--- src/rtl/spi_pi_bridge.sv ---
// SPI (mode 0) target that turns Pi command frames into single-cycle parallel bus reads/writes.
// Optional build macro SPI_BURST_EN: WRITE frames stream data bytes to incrementing addresses.
module spi_pi_bridge (
    input  logic        clk,
    input  logic        reset,
    input  logic        spi_sclk,
    input  logic        spi_cs_n,
    input  logic        spi_mosi,
    output logic        spi_miso,
    output logic [15:0] pi_addr,
    output logic [7:0]  pi_data,
    output logic        pi_write,
    output logic        pi_read,
    input  logic [7:0]  pi_data_in
);

    typedef enum logic [2:0] {
        S_IDLE, S_CMD, S_ADDR_HI, S_ADDR_LO, S_WDATA, S_TURN, S_RDATA, S_IGNORE
    } state_t;

    localparam logic [7:0] CMD_WRITE = 8'h80;
    localparam logic [7:0] CMD_READ  = 8'hC0;

    state_t      r_state, w_next;
    logic [1:0]  r_sclk_sync, r_cs_sync, r_mosi_sync;
    logic        r_sclk_d, r_armed;
    logic [2:0]  r_bit_cnt;
    logic [6:0]  r_rx;
    logic [7:0]  r_tx;
    logic        r_is_read, r_wr_go, r_rd_go, r_show;
`ifdef SPI_BURST_EN
    logic        r_wr_d;
`endif

    logic        w_sclk, w_cs_n, w_mosi, w_rise, w_fall, w_byte_done;
    logic [7:0]  w_rx_byte;
    logic        w_ld_cmd, w_ld_hi, w_ld_lo, w_ld_data, w_rd_go, w_enter_rdata, w_shift;

    assign w_sclk    = r_sclk_sync[1];
    assign w_cs_n    = r_cs_sync[1];
    assign w_mosi    = r_mosi_sync[1];
    assign w_rise    = w_sclk & ~r_sclk_d;
    assign w_fall    = ~w_sclk & r_sclk_d;
    assign w_rx_byte = {r_rx, w_mosi};
    assign w_byte_done = w_rise && (r_bit_cnt == 3'd7) && !w_cs_n && (r_state != S_IDLE);

    // CS sync resets to "low" and r_armed clears, so a frame cut by reset is ignored
    // until CS is seen high again.
    always_ff @(posedge clk or posedge reset) begin
        if (reset) begin
            r_sclk_sync <= 2'b00;
            r_cs_sync   <= 2'b00;
            r_mosi_sync <= 2'b00;
            r_sclk_d    <= 1'b0;
            r_armed     <= 1'b0;
        end else begin
            r_sclk_sync <= {r_sclk_sync[0], spi_sclk};
            r_cs_sync   <= {r_cs_sync[0], spi_cs_n};
            r_mosi_sync <= {r_mosi_sync[0], spi_mosi};
            r_sclk_d    <= w_sclk;
            if (w_cs_n)
                r_armed <= 1'b1;
        end
    end

    always_ff @(posedge clk or posedge reset) begin
        if (reset) begin
            r_bit_cnt <= 3'd0;
            r_rx      <= 7'd0;
        end else if (w_cs_n || r_state == S_IDLE) begin
            r_bit_cnt <= 3'd0;
        end else if (w_rise) begin
            r_bit_cnt <= r_bit_cnt + 3'd1;
            r_rx      <= {r_rx[5:0], w_mosi};
        end
    end

    always_ff @(posedge clk or posedge reset) begin
        if (reset)
            r_state <= S_IDLE;
        else
            r_state <= w_next;
    end

    always_comb begin
        w_next = r_state;
        if (w_cs_n) begin
            w_next = S_IDLE;
        end else begin
            case (r_state)
                S_IDLE:    if (r_armed) w_next = S_CMD;
                S_CMD:     if (w_byte_done)
                               w_next = (w_rx_byte == CMD_WRITE || w_rx_byte == CMD_READ)
                                        ? S_ADDR_HI : S_IGNORE;
                S_ADDR_HI: if (w_byte_done) w_next = S_ADDR_LO;
                S_ADDR_LO: if (w_byte_done) w_next = r_is_read ? S_TURN : S_WDATA;
`ifdef SPI_BURST_EN
                S_WDATA:   w_next = S_WDATA;
`else
                S_WDATA:   if (w_byte_done) w_next = S_IGNORE;
`endif
                S_TURN:    if (w_byte_done) w_next = S_RDATA;
                S_RDATA:   if (w_byte_done) w_next = S_IGNORE;
                S_IGNORE:  w_next = S_IGNORE;
                default:   w_next = S_IDLE;
            endcase
        end
    end

    always_comb begin
        w_ld_cmd      = 1'b0;
        w_ld_hi       = 1'b0;
        w_ld_lo       = 1'b0;
        w_ld_data     = 1'b0;
        w_rd_go       = 1'b0;
        w_enter_rdata = 1'b0;
        w_shift       = 1'b0;
        case (r_state)
            S_CMD:     w_ld_cmd = w_byte_done;
            S_ADDR_HI: w_ld_hi  = w_byte_done;
            S_ADDR_LO: begin
                w_ld_lo = w_byte_done;
                w_rd_go = w_byte_done & r_is_read;
            end
            S_WDATA:   w_ld_data     = w_byte_done;
            S_TURN:    w_enter_rdata = w_byte_done;
            // Bit 7 is already on MISO when RDATA starts; shift only after the first rise.
            S_RDATA:   w_shift = w_fall && (r_bit_cnt != 3'd0) && !w_cs_n;
            default:   ;
        endcase
    end

    always_ff @(posedge clk or posedge reset) begin
        if (reset) begin
            pi_addr   <= 16'h0000;
            pi_data   <= 8'h00;
            pi_write  <= 1'b0;
            pi_read   <= 1'b0;
            spi_miso  <= 1'b0;
            r_tx      <= 8'h00;
            r_is_read <= 1'b0;
            r_wr_go   <= 1'b0;
            r_rd_go   <= 1'b0;
            r_show    <= 1'b0;
`ifdef SPI_BURST_EN
            r_wr_d    <= 1'b0;
`endif
        end else begin
            r_wr_go  <= w_ld_data;
            pi_write <= r_wr_go;
            r_rd_go  <= w_rd_go;
            pi_read  <= r_rd_go;
            r_show   <= w_enter_rdata | w_shift;
            if (w_ld_cmd)
                r_is_read <= (w_rx_byte == CMD_READ);
            if (w_ld_hi)
                pi_addr[15:8] <= w_rx_byte;
            else if (w_ld_lo)
                pi_addr[7:0] <= w_rx_byte;
`ifdef SPI_BURST_EN
            else if (r_wr_d)
                pi_addr <= pi_addr + 16'd1;
            r_wr_d <= pi_write;
`endif
            if (w_ld_data)
                pi_data <= w_rx_byte;
            if (pi_read)
                r_tx <= pi_data_in;
            else if (w_shift)
                r_tx <= {r_tx[6:0], 1'b0};
            if (r_show)
                spi_miso <= r_tx[7];
            else if (r_state != S_RDATA)
                spi_miso <= 1'b0;
        end
    end

endmodule

--- config.mk ---
export PLATFORM = sky130hd
export DESIGN_NAME = spi_pi_bridge
export DESIGN_NICKNAME = d
export VERILOG_FILES = /design/src/rtl/spi_pi_bridge.sv
export SDC_FILE = /design/constraint.sdc
export NUM_CORES = 1
export LEC_CHECK = 0
export BUFFER_PORTS_ARGS = -buffer_cell sky130_fd_sc_hd__clkbuf_2
export CAP_MARGIN = 30
export CORE_MARGIN = 5
export CORE_UTILIZATION = 50
export CTS_CLUSTER_SIZE = 8
export DETAILED_ROUTE_END_ITERATION = 16
export HOLD_SLACK_MARGIN = 0.12
export PLACE_DENSITY = 0.87
export SKIP_LAST_GASP = 1
export SYNTH_ARGS = -nofsm -noshare
export SYNTH_HDL_FRONTEND = slang
export SYNTH_SLANG_ARGS = --single-unit
--- constraint.sdc ---
create_clock -name clk -period 1.8 [get_ports clk]
set_input_delay 0.36 -clock clk [delete_from_list [all_inputs] [get_ports clk]]
set_output_delay 0.36 -clock clk [all_outputs]
set_load 0.02 [all_outputs]
==> qor.txt, run 1 <==
Biggest area consumer among synthesized cells: dfrtp_1
Sequential Power Share: 51.3%
Hold crit path type: input pin to flop
Slew HR: 69.9%
Crit path capture type: flop
Critical path origin: r_bit_cnt[0]
Boundary pin count: 40
Die area: 6420 sq um
Yosys top cell area share: 61.0%
Required time of the critical path: 2010 ps
WP buf/inv: 0
Post-route setup slack: 92.3 ps
Port bufs: 39
Post-Synthesis Cells: 186
First-pass GRT wire length: 8.02 mm
Die W: 80.1 um
Worst VDD drop: 0.681 mV
Leak: 1.53 nW
FFs w/ async S/R, synth: 100%
Worst-Margin Slew: 445 ps
Synth warnings: 0
Crit path max-delay family: simple AND/OR/NAND/NOR gates
Starting Density: 51.7%
Growth of design area from synthesis to finish: 22.7%
Pre-CTS worst setup slack: -40.6 ps
P_sw: 0.000629 W
# setup viols final: 0
Critical Path AT: 1920 ps
Vias per inst: 4.90
Synth area leaders: dfrtp_1, mux2_2, mux2i_1
DR pass1 iterations: 4
Internal: 0.00221 W
Slowest stage delay, CP: 390 ps
Fillers: 368
Crit Path Max Fanout: 10
Via count: 1,530
Vias in the first global route: 1,647
Cts bufs inserted: 9
Sink Count: 60
Root Buffer: clkbuf_8
Startpoint Class: flop
Sw Ratio: 22.1%
CP max stage cell: dfrtp_1
Hold wc startpoint: spi_cs_n
Clk_lat worst skew: 330 ps
RSZ-0062 raised after global routing: false
Comb pwr share: 4.5%
Number of antenna violations at the first check in global routing: 0
Remaining global-route overflow: 0
Syn avg cell area: 13.2 sq um
Clock group share of total power: 44.2%
Post-Syn Nets: 202
Ys flop type: dfrtp_1
WL per Instance: 14.6 um
1st-iter DRT viols: 48
Post-route ant nets: 0
Largest net degree at the start of global routing: 61
Detailed Route WL: 4.54 mm
#FFs+latches synth: 60
Max clock buf depth: 2
CP cell instances: ha_1 > ha_1 > and4bb_4 > nand4_4 > mux2_2
Mapped Area: 2460 sq um
Core area: 4750 sq um
Minimum clock period: 1710 ps
Seq/Total Area, Yosys: 61.0%
Number of synthesized flops with an enable pin: 0
Achievable Freq: 586 MHz
PD cells: 942 nW/um^2
Fraction of layout cells with a size suffix above 1: 42.0%
Most frequent cell after synthesis: dfrtp_1
Slew Viols, Final: 0
Fin Setup TNS: 0 ps
Outcome: complete, no violations
H-tree levels: 3
Final Cycle Share: 94.9%
Distinct cells, synth: 33
GRT Total Usage: 16.6%
Detailed Place HPWL: 3.08 mm
# rows: 25
Die H: 80.1 um
Critical path type: flop to flop
R2R Setup Slk: 90 ps
Global placement routability congestion: 0.754
Most frequent cells after synthesis: dfrtp_1, mux2_2, nand2_1, nor2_1, o21ai_0
Reg2reg start: r_bit_cnt[0]
Final Util: 63.5%
Clock transition at path regs: 60 ps
Hold Vio Cnt, Final: 0
Ant diodes: 0
Max_cap viols: 0
Worst path most repeated cell: ha_1
Worst clock skew: 9.88 ps
CTS tree: yes
Nets: 256
DRC Markers: 0
-- power groups by stage --
| stage | clock network [W] | registers [W] | logic (W) |
|---|---|---|---|
| floorplan | 0 | 0.00146 | 0.0000857 |
| global placement | 0 | 0.00148 | 0.000120 |
| detailed placement | 0 | 0.00148 | 0.000126 |
| CTS | 0.00129 | 0.00146 | 0.000131 |
| global route | 0.00136 | 0.00147 | 0.000145 |
| finish | 0.00126 | 0.00146 | 0.000128 |
-- sequential cells by signal (all words and copies together) (netlist names), 2 cells and up --
| register | cells |
|---|---|
| pi_addr | 16 |
| pi_data | 8 |
| r_tx | 8 |
| r_rx | 7 |
| r_bit_cnt | 3 |
| r_state | 3 |
| r_cs_sync | 2 |
| r_mosi_sync | 2 |
| r_sclk_sync | 2 |
-- metrics by stage --
step | area [sq um] | instances | hold WS, ps | total power, W
final | 3020 | 312 | 148 | 0.00284
after CTS | 3020 | 312 | 128 | 0.00288
after floorplan | 2460 | 186 | 331 | 0.00155
after detailed placement | 2770 | 293 | 335 | 0.00161
after global placement | 2770 | 293 | 333 | 0.00160
after global routing | 3020 | 312 | 127 | 0.00297
-- timing repair --
| item | CTS | global route |
|---|---|---|
| resized for setup | 2 | 0 |
| setup endpoints to repair | 9 | 0 |
| setup buffers | 0 | 0 |
| hold endpoints to repair | 62 | 0 |
| hold buffers | 3 | 0 |
-- kinds of logic (layout without fill, tap and decap cells) --
family          after synthesis  in the layout  synth area share, %
compound gates               20             20                 4.68
simple gates                 51             51                 12.4
xor+xnor                      1              1                0.356
mux                          39             39                 17.4
flops                        60             60                 61.0
fa+ha+maj                     3              3                 1.53
buf+inv                      12             71                 2.59
-- final timing paths --
kind,cells after the start,to
worst min-delay path,1,r_cs_sync[0]
min in group asynchronous,4,pi_write
worst max register to register,5,pi_addr[6]
worst min register to register,0,pi_read
worst max-delay path,5,pi_addr[6]
max in group asynchronous,4,r_bit_cnt[2]
-- final cells by class --
cell class              instances  area [sq um]  area share, %
multi-input cells             114           903           29.9
clock inverters                 3          43.8           1.45
repair buffers                 49           290           9.62
clock buffers                  13           169           5.60
flip-flops and latches         60          1500           49.8
well taps                      67          83.8           2.78
inverters                       6          26.3          0.871
-- routing by layer --
| metal | vias to the layer above | track usage [%] | share of wire [%] |
|---|---|---|---|
| met2 | 35 | 25.7 | 48 |
| met4 | 0 | 8.78 | 1.1 |
| met5 | - | 0 | 0 |
| met3 | 5 | 5.04 | 5.4 |
| met1 | 737 | 20.8 | 45 |
| li1 | 753 | - | - |
-- placed cells by master, fill, tap and decap left out, drive strengths merged --
cell type,netlist,final
a211oi,1,1
a21oi,4,4
a221oi,1,1
and2,1,1
and3b,1,1
and4bb,1,1
buf,6,7
bufinv,0,1
clkbuf,0,52
clkinv,0,2
clkinvlp,0,1
dfrtp,60,60
dlygate4sd3,0,3
ha,3,3
inv,6,5
mux2,31,31
mux2i,8,8
nand2,16,16
nand2b,2,2
nand3,5,5
nand4,2,2
nor2,11,11
nor2b,2,2
nor3,4,4
nor3b,1,1
nor4b,2,2
o21ai,11,11
o21bai,1,1
o22a,1,1
o31ai,1,1
or2,3,3
xnor2,1,1
Power figures use the tool's default switching activity.
==> run 2: changes to the inputs <==
Settings changed: CORE_MARGIN 5 to default, CORE_UTILIZATION 50 to 52, CTS_BUF_LIST from default to sky130_fd_sc_hd__clkbuf_2 sky130_fd_sc_hd__clkbuf_4 sky130_fd_sc_hd__clkbuf_8, PLACE_DENSITY 0.87 to 0.89.
==> run 2 against run 1 <==
Non-clock buffer count decreased by 1. Sequential power about the same. Worst hold slack got worse by 2.2 ps. Sequential share of layout area increased by 1.1 points. Maximum frequency increased by 0.77%. Via count about the same. Critical path depth unchanged. Clock power decreased by 16%. Die area decreased by 22%. Cell count decreased by 5.4%. Critical path type unchanged.
==> qor.txt, run 2 (synthesized netlist as in run 1, its figures left out) <==
H-tree levels: 3
Via count: 1,529
Vias per inst: 5.18
Root Buffer: clkbuf_8
R2R Setup Slk: 110 ps
Growth of design area from synthesis to finish: 20.0%
Remaining global-route overflow: 0
Slew Viols, Final: 0
Final Cycle Share: 94.2%
Cts bufs inserted: 9
First-pass GRT wire length: 7.55 mm
Minimum clock period: 1690 ps
GRT Total Usage: 20.4%
Die H: 70.8 um
Final Util: 66.4%
Worst VDD drop: 0.551 mV
Number of antenna violations at the first check in global routing: 0
Crit Path Max Fanout: 10
Crit path capture type: flop
Critical Path AT: 1900 ps
Hold Slack: 145 ps
Fraction of layout cells with a size suffix above 1: 42.4%
Boundary pin count: 40
Global placement routability congestion: 0.759
Startpoint Class: flop
Max clock buf depth: 2
Slew HR: 68.1%
Detailed Route WL: 4.33 mm
Cell Area, Placed: 2750 sq um
Most common cell after layout, fill and taps aside: dfrtp_1
Critical path origin: r_bit_cnt[1]
1st-iter DRT viols: 88
Reg2reg start: r_bit_cnt[1]
Post-route cell area: 2950 sq um
DR pass1 iterations: 10
RSZ-0062 raised after global routing: false
# rows: 24
Largest net degree at the start of global routing: 41
Hold wc startpoint: spi_cs_n
Largest register FFs: 16
Critical path type: flop to flop
Core area: 4440 sq um
Worst-Margin Slew: 478 ps
CTS tree: yes
Worst R2R Path Depth: 5
Clk_lat worst skew: 330 ps
Port bufs: 39
Outcome: complete, no violations
Die area: 5010 sq um
PD cells: 894 nW/um^2
Nets: 255
Starting Density: 55.3%
Hold crit path type: input pin to flop
Leak: 1.51 nW
Ant diodes: 0
R2R Path End: pi_addr[3]
Post-route ant nets: 0
Sink Count: 60
Vias in the first global route: 1,578
Sink of the worst hold path: r_cs_sync[0]
Achievable Freq: 590 MHz
Register with the most flip-flops: pi_addr
Commonest non-fill, non-tap cells in the layout: dfrtp_1, clkbuf_2, mux2_2, nand2_1
DRC Markers: 0
WL per Instance: 14.7 um
Die W: 70.8 um
Detailed Place HPWL: 2.95 mm
Max_cap viols: 0
Required time of the critical path: 2010 ps
Non-filler cells, final: 295
WHS Path Cells: 1
Worst clock skew: 9.58 ps
Hold Vio Cnt, Final: 0
Clock transition at path regs: 60 ps
Placed cells: 278
# setup viols final: 0
Biggest regs: pi_addr: 16 flops, pi_data: 8 flops, r_tx: 8 flops
[run 2: cell types whose count changed in the layout (fill, tap and decap cells not counted), sizes merged]
cell         previous run  this run
dlygate4sd3             3         2
bufinv                  1         0
[run 2: worst max path at each step]
stage	endpoint	slack [ps]	cells after the start
finish	pi_addr[3]	110	5
global route	r_tx[6]	5	4
CTS	pi_addr[3]	8	5
detailed placement	pi_addr[12]	-30	5
global placement	pi_addr[15]	30	5
floorplan	pi_addr[0]	100	6
[run 2: where the power goes]
part / switching [W] / leakage (nW) / internal (W) / total (W)
Sequential: 0.0000634 / 0.767 / 0.00140 / 0.00146
Clock: 0.000463 / 0.0961 / 0.000593 / 0.00106
Combinational: 0.0000601 / 0.645 / 0.0000654 / 0.000125
Total: 0.000587 / 1.51 / 0.00205 / 0.00264
[run 2: worst max-delay path, cell delays in order, from the launching register on]
cell      delay (ps)
dfrtp_1          360
ha_1             160
ha_1             150
and4bb_4         360
nand4_4          220
mux2_2           330
[run 2: routing by layer]
metal  GRT usage [%]  part of all wire (%)
met1            25.1                    45
met5               0                     0
met2            32.8                    49
met4            10.7                   2.0
met3            6.13                   3.8
[run 2: layout make-up]
class                      instances  area [sq um]
clock buffer                      13           166
clock inverter                     2          10.0
fill                             332          1490
inverter                           6          26.3
multi-input combinational        114           903
sequential                        60          1500
tap                               52          65.1
timing repair buffer              48           280
[run 2: metrics by stage]
| stage | TNS [ps] | worst slack [ps] | total power [W] |
|---|---|---|---|
| global route | 0 | 4.75 | 0.00276 |
| detailed placement | -174 | -25.6 | 0.00161 |
| finish | 0 | 105 | 0.00264 |
| CTS | 0 | 8.01 | 0.00268 |
| floorplan | 0 | 99.5 | 0.00155 |
| global placement | 0 | 25.7 | 0.00160 |
[run 2: repair_timing]
item | 4_1_cts | 5_1_grt
setup buffers | 0 | 0
endpoints found under the hold margin | 21 | 0
endpoints found under the setup margin | 8 | 16
gates resized for setup | 1 | 1
hold buffers | 2 | 0
==> run 3: changes to the inputs <==
Settings changed: GPL_TIMING_DRIVEN from default to 0, MAX_ROUTING_LAYER from default to met4.
==> run 3 against run 2 <==
The flow now finishes with violations (negative setup slack). Maximum frequency decreased by 13%. Global-route usage up 0.68 points. Routed wire length grew 13%. Sequential power about the same. Critical path depth rose by 2. Non-clock buffer count rose by 2. Core utilization up 2.0 points. Die area unchanged. Via count grew 7.0%. Count of clock-buffer cells in the layout unchanged. Final area is 3.0% higher. Combinational power is essentially flat.
==> qor.txt, run 3 (synthesized netlist as in run 1, its figures left out) <==
Core area: 4440 sq um
Slew HR: 48.3%
Fin Setup TNS: -147 ps
DR pass1 iterations: 12
Max_cap viols: 0
Commonest non-fill, non-tap cells in the layout: dfrtp_1, clkbuf_2, mux2_2, nand2_1
Reg2reg start: r_bit_cnt[0]
Vias in the first global route: 1,584
Fillers: 335
Die area: 5010 sq um
Worst clock skew: 5.63 ps
Critical path type: flop to flop
# setup viols final: 1
Via count: 1,636
Crit path capture type: flop
Critical path origin: r_bit_cnt[0]
Biggest regs: pi_addr: 16 flops, pi_data: 8 flops, r_tx: 8 flops
Critical Path AT: 2190 ps
Final Cycle Share: 108%
Area of the multi-input gates: 970 sq um
Detailed Route WL: 4.90 mm
PD cells: 874 nW/um^2
WL per Instance: 16.4 um
CTS tree: yes
Minimum clock period: 1950 ps
Most common cell after layout, fill and taps aside: dfrtp_1
Number of antenna violations at the first check in global routing: 0
CP cell instances: ha_1 > ha_1 > and4bb_2 > buf_12 > o21ai_0 > a221oi_1 > nor3_1
Cell Area, Placed: 2740 sq um
Post-route ant nets: 0
Largest net degree at the start of global routing: 37
Crit path max-delay family: compound AO/OA/AOI/OAI gates
Cts bufs inserted: 9
Worst path most repeated cell: ha_1
Clock transition at path regs: 60 ps
Clk_lat worst skew: 330 ps
Required time of the critical path: 2040 ps
Startpoint Class: flop
RSZ-0062 raised after global routing: true
Die H: 70.8 um
Boundary pin count: 40
Achievable Freq: 514 MHz
Post-route cell area: 3040 sq um
Sink Count: 60
Growth of design area from synthesis to finish: 23.6%
Remaining global-route overflow: 0
Nets: 259
Crit Path Max Fanout: 12
Hold Vio Cnt, Final: 0
Ant diodes: 0
CP max stage cell: dfrtp_1
# rows: 24
Slowest stage delay, CP: 400 ps
FF+latch area: 1500 sq um
Largest register FFs: 16
Hold crit path type: input pin to flop
Starting Density: 55.3%
Port bufs: 39
Global placement routability congestion: 0.865
WP buf/inv: 1
Failing checks: negative setup slack
Detailed Place HPWL: 2.87 mm
Non-filler cells, final: 299
Placed cells: 278
Slew Viols, Final: 0
Outcome: finished, violations left
Fraction of layout cells with a size suffix above 1: 42.5%
Leak: 1.53 nW
Worst-Margin Slew: 774 ps
GRT Total Usage: 21.1%
Pre-CTS worst setup slack: -48.8 ps
First-pass GRT wire length: 7.58 mm
Vias per inst: 5.47
Post-route setup slack: -147 ps
Die W: 70.8 um
DRC Markers: 0
Max clock buf depth: 2
Worst VDD drop: 0.621 mV
Register with the most flip-flops: pi_addr
H-tree levels: 3
Root Buffer: clkbuf_8
1st-iter DRT viols: 74
Hold wc startpoint: spi_mosi
## run 3: cell count changes in the layout (fill, tap and decap cells not counted), sizes merged
cell,previous run,this run
clkbuf,52,53
nand3,5,6
buf,7,8
nand4,2,3
## run 3: stage by stage
step / power [W] / hold slack, ps / utilization, %
after global routing: 0.00276 / 127 / 68.4
after detailed placement: 0.00160 / 338 / 61.7
after global placement: 0.00159 / 332 / 61.3
final: 0.00266 / 131 / 68.4
after CTS: 0.00267 / 123 / 66.2
after floorplan: 0.00155 / 331 / -
## run 3: path summary, 6_finish.rpt
path | to | slack, ps | cells past startpoint
setup / recovery | r_state[0] | -150 | 7
hold / removal | r_mosi_sync[0] | 130 | 1
setup reg to reg | r_state[0] | -150 | 7
hold reg to reg | pi_write | 350 | 0
max in group asynchronous | r_rx[4] | 1090 | 3
min in group asynchronous | r_rx[0] | 150 | 2
## run 3: timing repair
| action | 4_1_cts | 5_1_grt |
|---|---|---|
| pin swaps | 1 | 0 |
| gates cloned | 1 | 1 |
| endpoints found under the hold margin | 0 | 2 |
| resized for setup | 1 | 12 |
| hold buffers | 0 | 2 |
| endpoints found under the setup margin | 24 | 25 |
| buffers inserted | 1 | 1 |
## run 3: layer usage
layer  global-route usage (%)  share of wire (%)  vias up
met1                     26.4                 43      804
met3                     5.13                4.0       18
li1                         -                  -      768
met5                        -                  0        -
met2                     30.2                 49       46
met4                     14.9                4.3        0
## run 3: area by class of cell
| class | instances | area share [%] |
|---|---|---|
| buffer | 6 | 1.69 |
| clock buffer | 13 | 5.47 |
| clock inverter | 2 | 0.329 |
| inverter | 6 | 0.864 |
| multi-input combinational | 116 | 31.9 |
| sequential | 60 | 49.4 |
| tap | 52 | 2.14 |
| timing repair buffer | 44 | 8.23 |
## run 3: report_power, final
group	switching, W	internal, W	total, W	leakage (nW)
Sequential	0.0000702	0.00140	0.00147	0.767
Clock	0.000473	0.000593	0.00107	0.0961
Combinational	0.0000635	0.0000638	0.000127	0.671
Total	0.000607	0.00205	0.00266	1.53
